===== config.mk =====
export PLATFORM = sky130hd
export DESIGN_NAME = can_command_responder
export DESIGN_NICKNAME = d
export VERILOG_FILES = /design/src/rtl/can_command_responder.sv
export SDC_FILE = /design/constraint.sdc
export NUM_CORES = 1
export LEC_CHECK = 0
export BUFFER_PORTS_ARGS = -buffer_cell sky130_fd_sc_hd__buf_2
export CAP_MARGIN = 20
export CORE_UTILIZATION = 50
export DETAILED_ROUTE_END_ITERATION = 10
export HOLD_SLACK_MARGIN = 0.15
export PLACE_DENSITY_LB_ADDON = 0.25
export SETUP_SLACK_MARGIN = 0.2
export SLEW_MARGIN = 20
export SYNTH_ARGS = -nofsm -noshare
export SYNTH_HDL_FRONTEND = slang
export SYNTH_SLANG_ARGS = --single-unit

===== constraint.sdc =====
create_clock -name sys_clk -period 4.3 [get_ports sys_clk]
set_input_delay 0.86 -clock sys_clk [delete_from_list [all_inputs] [get_ports sys_clk]]
set_output_delay 0.86 -clock sys_clk [all_outputs]
set_load 0.05 [all_outputs]

===== src/rtl/can_command_responder.sv =====
// can_command_responder: CAN init sequencer and command-frame decoder.
// Optional link watchdog enabled by defining CAN_CMD_WATCHDOG_EN.
module can_command_responder #(
  parameter int          DATA_WIDTH  = 16,
  parameter logic [10:0] CMD_ID      = 11'h120,
  parameter int          INIT_CYCLES = 1000,
  parameter int          WDT_CYCLES  = 50_000_000,
  parameter logic [7:0]  STOP_CODE   = 8'h00
) (
  input  logic                    sys_clk,
  input  logic                    reset,
  input  logic                    can_init_enable_in,
  output logic                    can_init_done_out,
  input  logic                    rx_valid_in,
  input  logic [10:0]             rx_id_in,
  input  logic [3:0]              rx_dlc_in,
  input  logic [31:0]             rx_data_in,
  output logic                    rx_ack_out,
  output logic [7:0]              rx_error_count_out,
  output logic [DATA_WIDTH/2-1:0] band_breaks_mode_out,
  output logic [DATA_WIDTH/2-1:0] pmsm_start_stop_mode_out,
  output logic [DATA_WIDTH/4-1:0] pmsm_work_mode_out,
  output logic                    wdt_timeout_out
);

  localparam int BW = DATA_WIDTH / 2;
  localparam int WW = DATA_WIDTH / 4;
  localparam int IW = $clog2(INIT_CYCLES + 1);

  typedef enum logic [1:0] {
    IDLE,
    INIT,
    DONE,
    READY
  } state_t;

  state_t state, state_nx;

  logic          init_q;
  logic          init_rise;
  logic [IW-1:0] init_cnt;
  logic          init_last;
  logic [7:0]    b0, b1, b2, b3;
  logic          rx_ok;
  logic          rx_bad;
  logic          wdt_fire;

  assign b0 = rx_data_in[7:0];
  assign b1 = rx_data_in[15:8];
  assign b2 = rx_data_in[23:16];
  assign b3 = rx_data_in[31:24];

  assign init_rise = can_init_enable_in & ~init_q;
  assign init_last = (init_cnt == IW'(INIT_CYCLES - 1));

  assign rx_ok = rx_valid_in && (state == READY)
              && (rx_id_in == CMD_ID)
              && (rx_dlc_in == 4'd4)
              && (b3 == (b0 ^ b1 ^ b2));

  assign rx_bad = rx_valid_in && (state == READY) && !rx_ok;

  assign can_init_done_out = (state == DONE);

  // Previous init level; reset high so a level held through reset is no edge
  always_ff @(posedge sys_clk or posedge reset) begin
    if (reset) init_q <= 1'b1;
    else       init_q <= can_init_enable_in;
  end

  // State register
  always_ff @(posedge sys_clk or posedge reset) begin
    if (reset) state <= IDLE;
    else       state <= state_nx;
  end

  // Next-state logic; an init edge restarts from any state
  always_comb begin
    state_nx = state;
    unique case (state)
      IDLE:    state_nx = IDLE;
      INIT:    if (init_last) state_nx = DONE;
      DONE:    state_nx = READY;
      READY:   state_nx = READY;
      default: state_nx = IDLE;
    endcase
    if (init_rise) state_nx = INIT;
  end

  // Init sequence counter
  always_ff @(posedge sys_clk or posedge reset) begin
    if (reset)
      init_cnt <= '0;
    else if (init_rise)
      init_cnt <= '0;
    else if (state == INIT && !init_last)
      init_cnt <= init_cnt + 1'b1;
  end

  // Decoded command outputs, ack pulse and reject counter
  always_ff @(posedge sys_clk or posedge reset) begin
    if (reset) begin
      rx_ack_out               <= 1'b0;
      rx_error_count_out       <= '0;
      band_breaks_mode_out     <= '0;
      pmsm_start_stop_mode_out <= '0;
      pmsm_work_mode_out       <= '0;
    end else begin
      rx_ack_out <= 1'b0;
      if (init_rise) begin
        rx_error_count_out       <= '0;
        band_breaks_mode_out     <= '0;
        pmsm_start_stop_mode_out <= '0;
        pmsm_work_mode_out       <= '0;
      end else if (rx_ok) begin
        rx_ack_out               <= 1'b1;
        band_breaks_mode_out     <= BW'(b0);
        pmsm_start_stop_mode_out <= BW'(b1);
        pmsm_work_mode_out       <= WW'(b2[3:0]);
      end else begin
        if (rx_bad && rx_error_count_out != 8'hFF)
          rx_error_count_out <= rx_error_count_out + 8'd1;
        if (wdt_fire)
          pmsm_start_stop_mode_out <= BW'(STOP_CODE);
      end
    end
  end

`ifdef CAN_CMD_WATCHDOG_EN
  localparam int TW = $clog2(WDT_CYCLES + 1);

  logic [TW-1:0] wdt_cnt;

  assign wdt_fire = (state == READY) && !rx_ok && !init_rise
                 && (wdt_cnt == TW'(WDT_CYCLES - 1));

  // Watchdog counter; parks one past terminal so it fires only once
  always_ff @(posedge sys_clk or posedge reset) begin
    if (reset) begin
      wdt_cnt         <= '0;
      wdt_timeout_out <= 1'b0;
    end else begin
      wdt_timeout_out <= wdt_fire;
      if (init_rise || rx_ok)
        wdt_cnt <= '0;
      else if (state == READY && wdt_cnt != TW'(WDT_CYCLES))
        wdt_cnt <= wdt_cnt + 1'b1;
    end
  end
`else
  logic unused_wdt_cfg;

  assign unused_wdt_cfg  = ^{STOP_CODE, 32'(WDT_CYCLES)};
  assign wdt_fire        = 1'b0;
  assign wdt_timeout_out = 1'b0;
`endif

endmodule


Word level (Yosys, flattened, before mapping)

Index checks and enable logic that the tools add are counted.

Register bits after elaboration: 42
Input port bits: 51
Output and inout bits: 31
Logic and storage cells: 55

Add/subtract/negate cells: 2
Eq/ne operators: 10
Multiplexer cells: 16
Bitwise operators: 4
Reductions and logical operators: 15

Operator list:

| operator              | number |
|---|---|
| $mux 8                | 7 |
| $mux 10               | 2 |
| $xor 8x8->8           | 2 |
| $eq 11x9->1 const B   | 1 |
| $add 10x1->10 const B | 1 |
| $eq 10x10->1 const B  | 1 |
| $add 8x1->8 const B   | 1 |
| $eq 8x8->1            | 1 |
| $mux 4                | 2 |
| $ne 8x8->1 const B    | 1 |
| $logic_and 1x1->1     | 7 |
| $pmux 2 s3            | 1 |
| $reduce_bool 2->1     | 3 |
| $eq 2x2->1 const B    | 2 |
| $eq 4x3->1 const B    | 1 |
| $mux 2                | 2 |
| $ne 3x3->1 const B    | 1 |
| $eq 2x1->1 const B    | 1 |
| $logic_not 1->1       | 2 |
| $logic_not 2->1       | 1 |
| $mux 1                | 2 |
| $ne 2x2->1 const B    | 1 |
| $reduce_and 2->1      | 1 |
| $reduce_or 2->1       | 1 |
| 2 further kinds       | 2 |

Longest topological paths before layout

Depth after elaboration: 11
Depth in mapped cells: 8
Depth with buffers taken out: 7

Worst setup path before layout

Ideal clock, no wire load.

Path type: input -> register
Start point: input rx_id_in[0]
End point: register band_breaks_mode_out[0]
Arrival time: 2.562 ns
Slack: 1.617 ns
Stages on the path: 7
Buffers on the path: 1
Path through: nor4b_1 -> o211ai_1 -> or4_4 -> nor4_4 -> nor2_1 -> buf_2 -> a22o_1

Cells in the longest elaborated chain, start to end: 5

Ends and longest elaborated chain:

| item                               | line | source |
|---|---|---|
| start: declaration                 | 15   | `input logic [10:0] rx_id_in,` |
| $eq 11x9->1                        | 57   | `&& (rx_id_in == CMD_ID)` |
| $logic_and 1x1->1                  | 57   |  |
| $logic_and 1x1->1                  | 58   | `&& (rx_dlc_in == 4'd4)` |
| $logic_and 1x1->1                  | 59   | `&& (b3 == (b0 ^ b1 ^ b2));` |
| $reduce_bool 2->1 (no source line) | n/a  |  |
| end signal: assignment             | 117  | `band_breaks_mode_out <= BW'(b0);` |
| end: declaration                   | 20   | `output logic [DATA_WIDTH/2-1:0] band_breaks_mode_out,` |

Every way passes these cells.
A chain may end at the register's enable or synchronous reset.

Worst setup path after layout

Start point: input rx_id_in[3]
End point: register band_breaks_mode_out[7]

The elaborated chain is that of the path after synthesis.

==> results.txt <==
result of the run: finished, final reports clean
via/cell ratio: 5.442
gate family responsible for the most delay along the worst path: simple AND/OR/NAND/NOR gates
number of stages on the worst hold path: 1
Post-Synthesis Cell Area: 2153 um2
kind of capture point of the worst setup path: register
number of maximum-capacitance constraint violations: 0
Finish-stage setup viols: 0
initial antenna violation count: 0
depth of the critical timing path with buffers and inverters included: 8
drt initial violations: 123
final count of hold timing violations: 0
sequential cell area: 1052 um2
Final ANT Viol Nets: 0
total clock buffers created by CTS: 5
area inside the core boundary: 4058 um2
fraction of layout cells with a size suffix above 1: 35.09%
vias: 1823
buffers and inverters on the worst path: 2
power per cell area: 366.0 nW/um2
CTS HTree Levels: 2
row count: 23
total of hold buffers inserted after clock tree synthesis: 0
flop and latch count out of synthesis: 42
root buffer selected by CTS: sky130_fd_sc_hd__clkbuf_8
post-layout util: 66.73%
routed wire length: 4.627 mm
global placer's final weighted congestion: 0.7924
effective utilization at floorplan: 53.07%
headroom to the max-slew limit: 52.71%
final critical delay including setup and external delays: 3.081 ns
sequential cell area fraction in the yosys report: 48.87%
Primary FF master, synth: sky130_fd_sc_hd__dfrtp_1
total I/O pin count: 82
startpoint types: input port
post-route clock period utilization: 71.65%
clock latency at the later pin of the worst-skew pair: 0.30 ns
delay of the slowest critical-path stage: 0.61 ns
setup repair after global routing missed its margin: no
cells along the critical path: buf_2 -> nor4_1 -> o211ai_1 -> or4_4 -> nor4_4 -> buf_4 -> and2_1 -> a22o_1
register clock-pin slew on the reported worst setup and hold paths: 0.07 ns
Ant. Diodes: 0
critical path launch point: rx_id_in[3]
routed wire length per instance: 13.81 um
leakage power total: 1.340 nW
number of max-slew violations in the final report: 0
die extent in x: 67.63 um
CTS Sinks: 42
area of all placed cells without fillers: 2708 um2
setup total negative slack: 0 ns
post-place instance area: 2597 um2
VDD IR max: 0.2319 mV
final non-filler cell total: 335
Slew @ Worst Pin: 0.7094 ns
pin count of the biggest net entering global routing: 32
first-pass GRT wire length: 7.320 mm
depth of the worst register-to-register path: 7
CTS resizes: 0
RR Startpoint: state[0]$_DFFE_PP0P_
port buffer count: 80
height of the chip: 67.63 um
number of enable flip-flop cells after synthesis: 0
fill cell instance count of the final layout: 315
Total Die Area: 4573 um2
area used by multi-input combinational logic: 1037 um2
number of setup buffers added after CTS: 0
critical path's slowest cell: sky130_fd_sc_hd__and2_1
Final #Nets: 337
all-layer global routing usage: 21.82%
number of cells produced by synthesis: 202
Critical Path AT: 3.31 ns
category of the most critical setup path: input port to register
Syn-to-layout area delta: 25.74%
detailed placer's ending HPWL: 3.461 mm
number of nets in the synthesized netlist: 255
Hold Path Class: register to register
number of distinct library cells after synthesis: 41
Synthesis Warnings: 0
Post-Place Cells: 327
Hold Path Origin: pmsm_start_stop_mode_out[7]$_DFFE_PP0P_
maximum frequency from static timing analysis: 324.6 MHz
clock tree from TritonCTS: yes
number of global-route vias before repair: 1615
residual DRC count: 0
Worst Path Max Fanout: 20
Async SR Flop Fraction: 100.0%
clock skew: 0.004711 ns
number of search-and-repair iterations in the first detailed-routing pass: 4
maximum buffer depth of the clock tree: 2
remaining global-route overflow: 0
synthesized area per cell: 10.66 um2
data required time at the worst endpoint: 4.53 ns
==> Yosys cell counts (4+ instances only) <==
cell / instances / area share, %
sky130_fd_sc_hd__a22o_1: 20 / 8.1
sky130_fd_sc_hd__dfrtp_1: 41 / 48
sky130_fd_sc_hd__nand2_1: 10 / 1.7
sky130_fd_sc_hd__nor2_1: 16 / 2.8
sky130_fd_sc_hd__xnor2_1: 19 / 7.7
sky130_fd_sc_hd__inv_1: 4 / 0.70
sky130_fd_sc_hd__or3_1: 6 / 1.7
sky130_fd_sc_hd__nand4_1: 7 / 2.0
sky130_fd_sc_hd__nand3_1: 7 / 1.6
sky130_fd_sc_hd__a21oi_1: 8 / 1.9
sky130_fd_sc_hd__xor2_1: 11 / 4.5
sky130_fd_sc_hd__o21ai_1: 5 / 1.2
==> registers in the layout, indices dropped and copies added, names as in the netlist <==
name / cells
rx_ack_out: 1
pmsm_start_stop_mode_out: 8
rx_error_count_out: 8
pmsm_work_mode_out: 4
band_breaks_mode_out: 8
state: 2
init_q: 1
init_cnt: 10
==> kinds of logic (layout without fill, tap and decap cells) <==
family          count (synthesis)  after routing  share of synthesized area, %
compound gates                 45             45                         15.80
mux                             1              1                        0.4649
flops                          42             42                         48.87
simple gates                   68             68                         18.36
other cells                     1              1                        0.1742
xor+xnor                       30             30                         12.20
fa+ha+maj                       2              2                         1.162
buf+inv                        13             96                         2.963
==> power breakdown <==
group	switching (mW)	leakage, nW	internal [mW]
logic	0.142	0.708	0.0929
registers	0.0354	0.574	0.426
clock network	0.132	0.0575	0.162
==> cells in the final DEF, fill, tap and decap left out, types with 2 or more instances in the layout <==
master                     count
sky130_fd_sc_hd__xor2_1       11
sky130_fd_sc_hd__a21oi_1       8
sky130_fd_sc_hd__buf_4         4
sky130_fd_sc_hd__a22o_1       20
sky130_fd_sc_hd__nand4_1       7
sky130_fd_sc_hd__nor4b_1       3
sky130_fd_sc_hd__xnor2_1      19
sky130_fd_sc_hd__or3_1         6
sky130_fd_sc_hd__o211ai_1      3
sky130_fd_sc_hd__inv_1         3
sky130_fd_sc_hd__nor2_1       16
sky130_fd_sc_hd__ha_1          2
sky130_fd_sc_hd__nor4_1        3
sky130_fd_sc_hd__clkbuf_8      8
sky130_fd_sc_hd__nand2_1      10
sky130_fd_sc_hd__and2_1        2
sky130_fd_sc_hd__o21ai_1       5
sky130_fd_sc_hd__or4_1         3
sky130_fd_sc_hd__o31ai_1       3
sky130_fd_sc_hd__dfrtp_1      41
sky130_fd_sc_hd__buf_2        80
sky130_fd_sc_hd__o21ai_0       2
sky130_fd_sc_hd__nand3_1       7
==> cell type report <==
cell class / count / area share (%)
sequential: 42 / 38.86
multi-input combinational: 147 / 38.31
timing repair buffer: 84 / 15.90
clock buffer: 8 / 4.067
tap: 50 / 2.311
inverter: 4 / 0.5545
==> per-stage QoR <==
step	hold WS [ns]	setup WS [ns]	total power, mW
after global routing	0.5119	1.015	1.048
after global placement	0.4841	0.9794	0.6966
after detailed placement	0.4852	0.9007	0.7047
after CTS	0.5063	1.212	0.9968
after floorplan	0.4973	1.617	0.6311
final	0.5050	1.219	0.9909
==> path summary, 6_finish.rpt <==
check | to | slack, ns
min reg2reg | pmsm_start_stop_mode_out[7]$_DFFE_PP0P_ | 0.51
min | pmsm_start_stop_mode_out[7]$_DFFE_PP0P_ | 0.51
min in group asynchronous | pmsm_start_stop_mode_out[0]$_DFFE_PP0P_ | 0.64
max reg2reg | band_breaks_mode_out[7]$_DFFE_PP0P_ | 1.69
max in group asynchronous | init_q$_DFF_PP1_ | 2.98
max | band_breaks_mode_out[7]$_DFFE_PP0P_ | 1.22
==> worst reg2reg max path: cells and delay by family (launching register included) <==
family                 cells  cell delay (ns)
AOI/OAI and AO/OA          1             0.25
buffers and inverters      1             0.24
DFF                        1             0.41
and+or+nand+nor            5             1.65
==> metal layers <==
metal | share of wire, % | vias to the layer above | track usage [%] | wire [um]
li1 | - | 903 | - | -
met1 | 45 | 866 | 27.49 | 2086
met2 | 49 | 48 | 36.01 | 2263
met3 | 4.6 | 6 | 5.743 | 212
met4 | 1.4 | 0 | 7.181 | 63
met5 | 0 | - | 0 | 0
No activity file was read; power rests on OpenSTA's default activity.
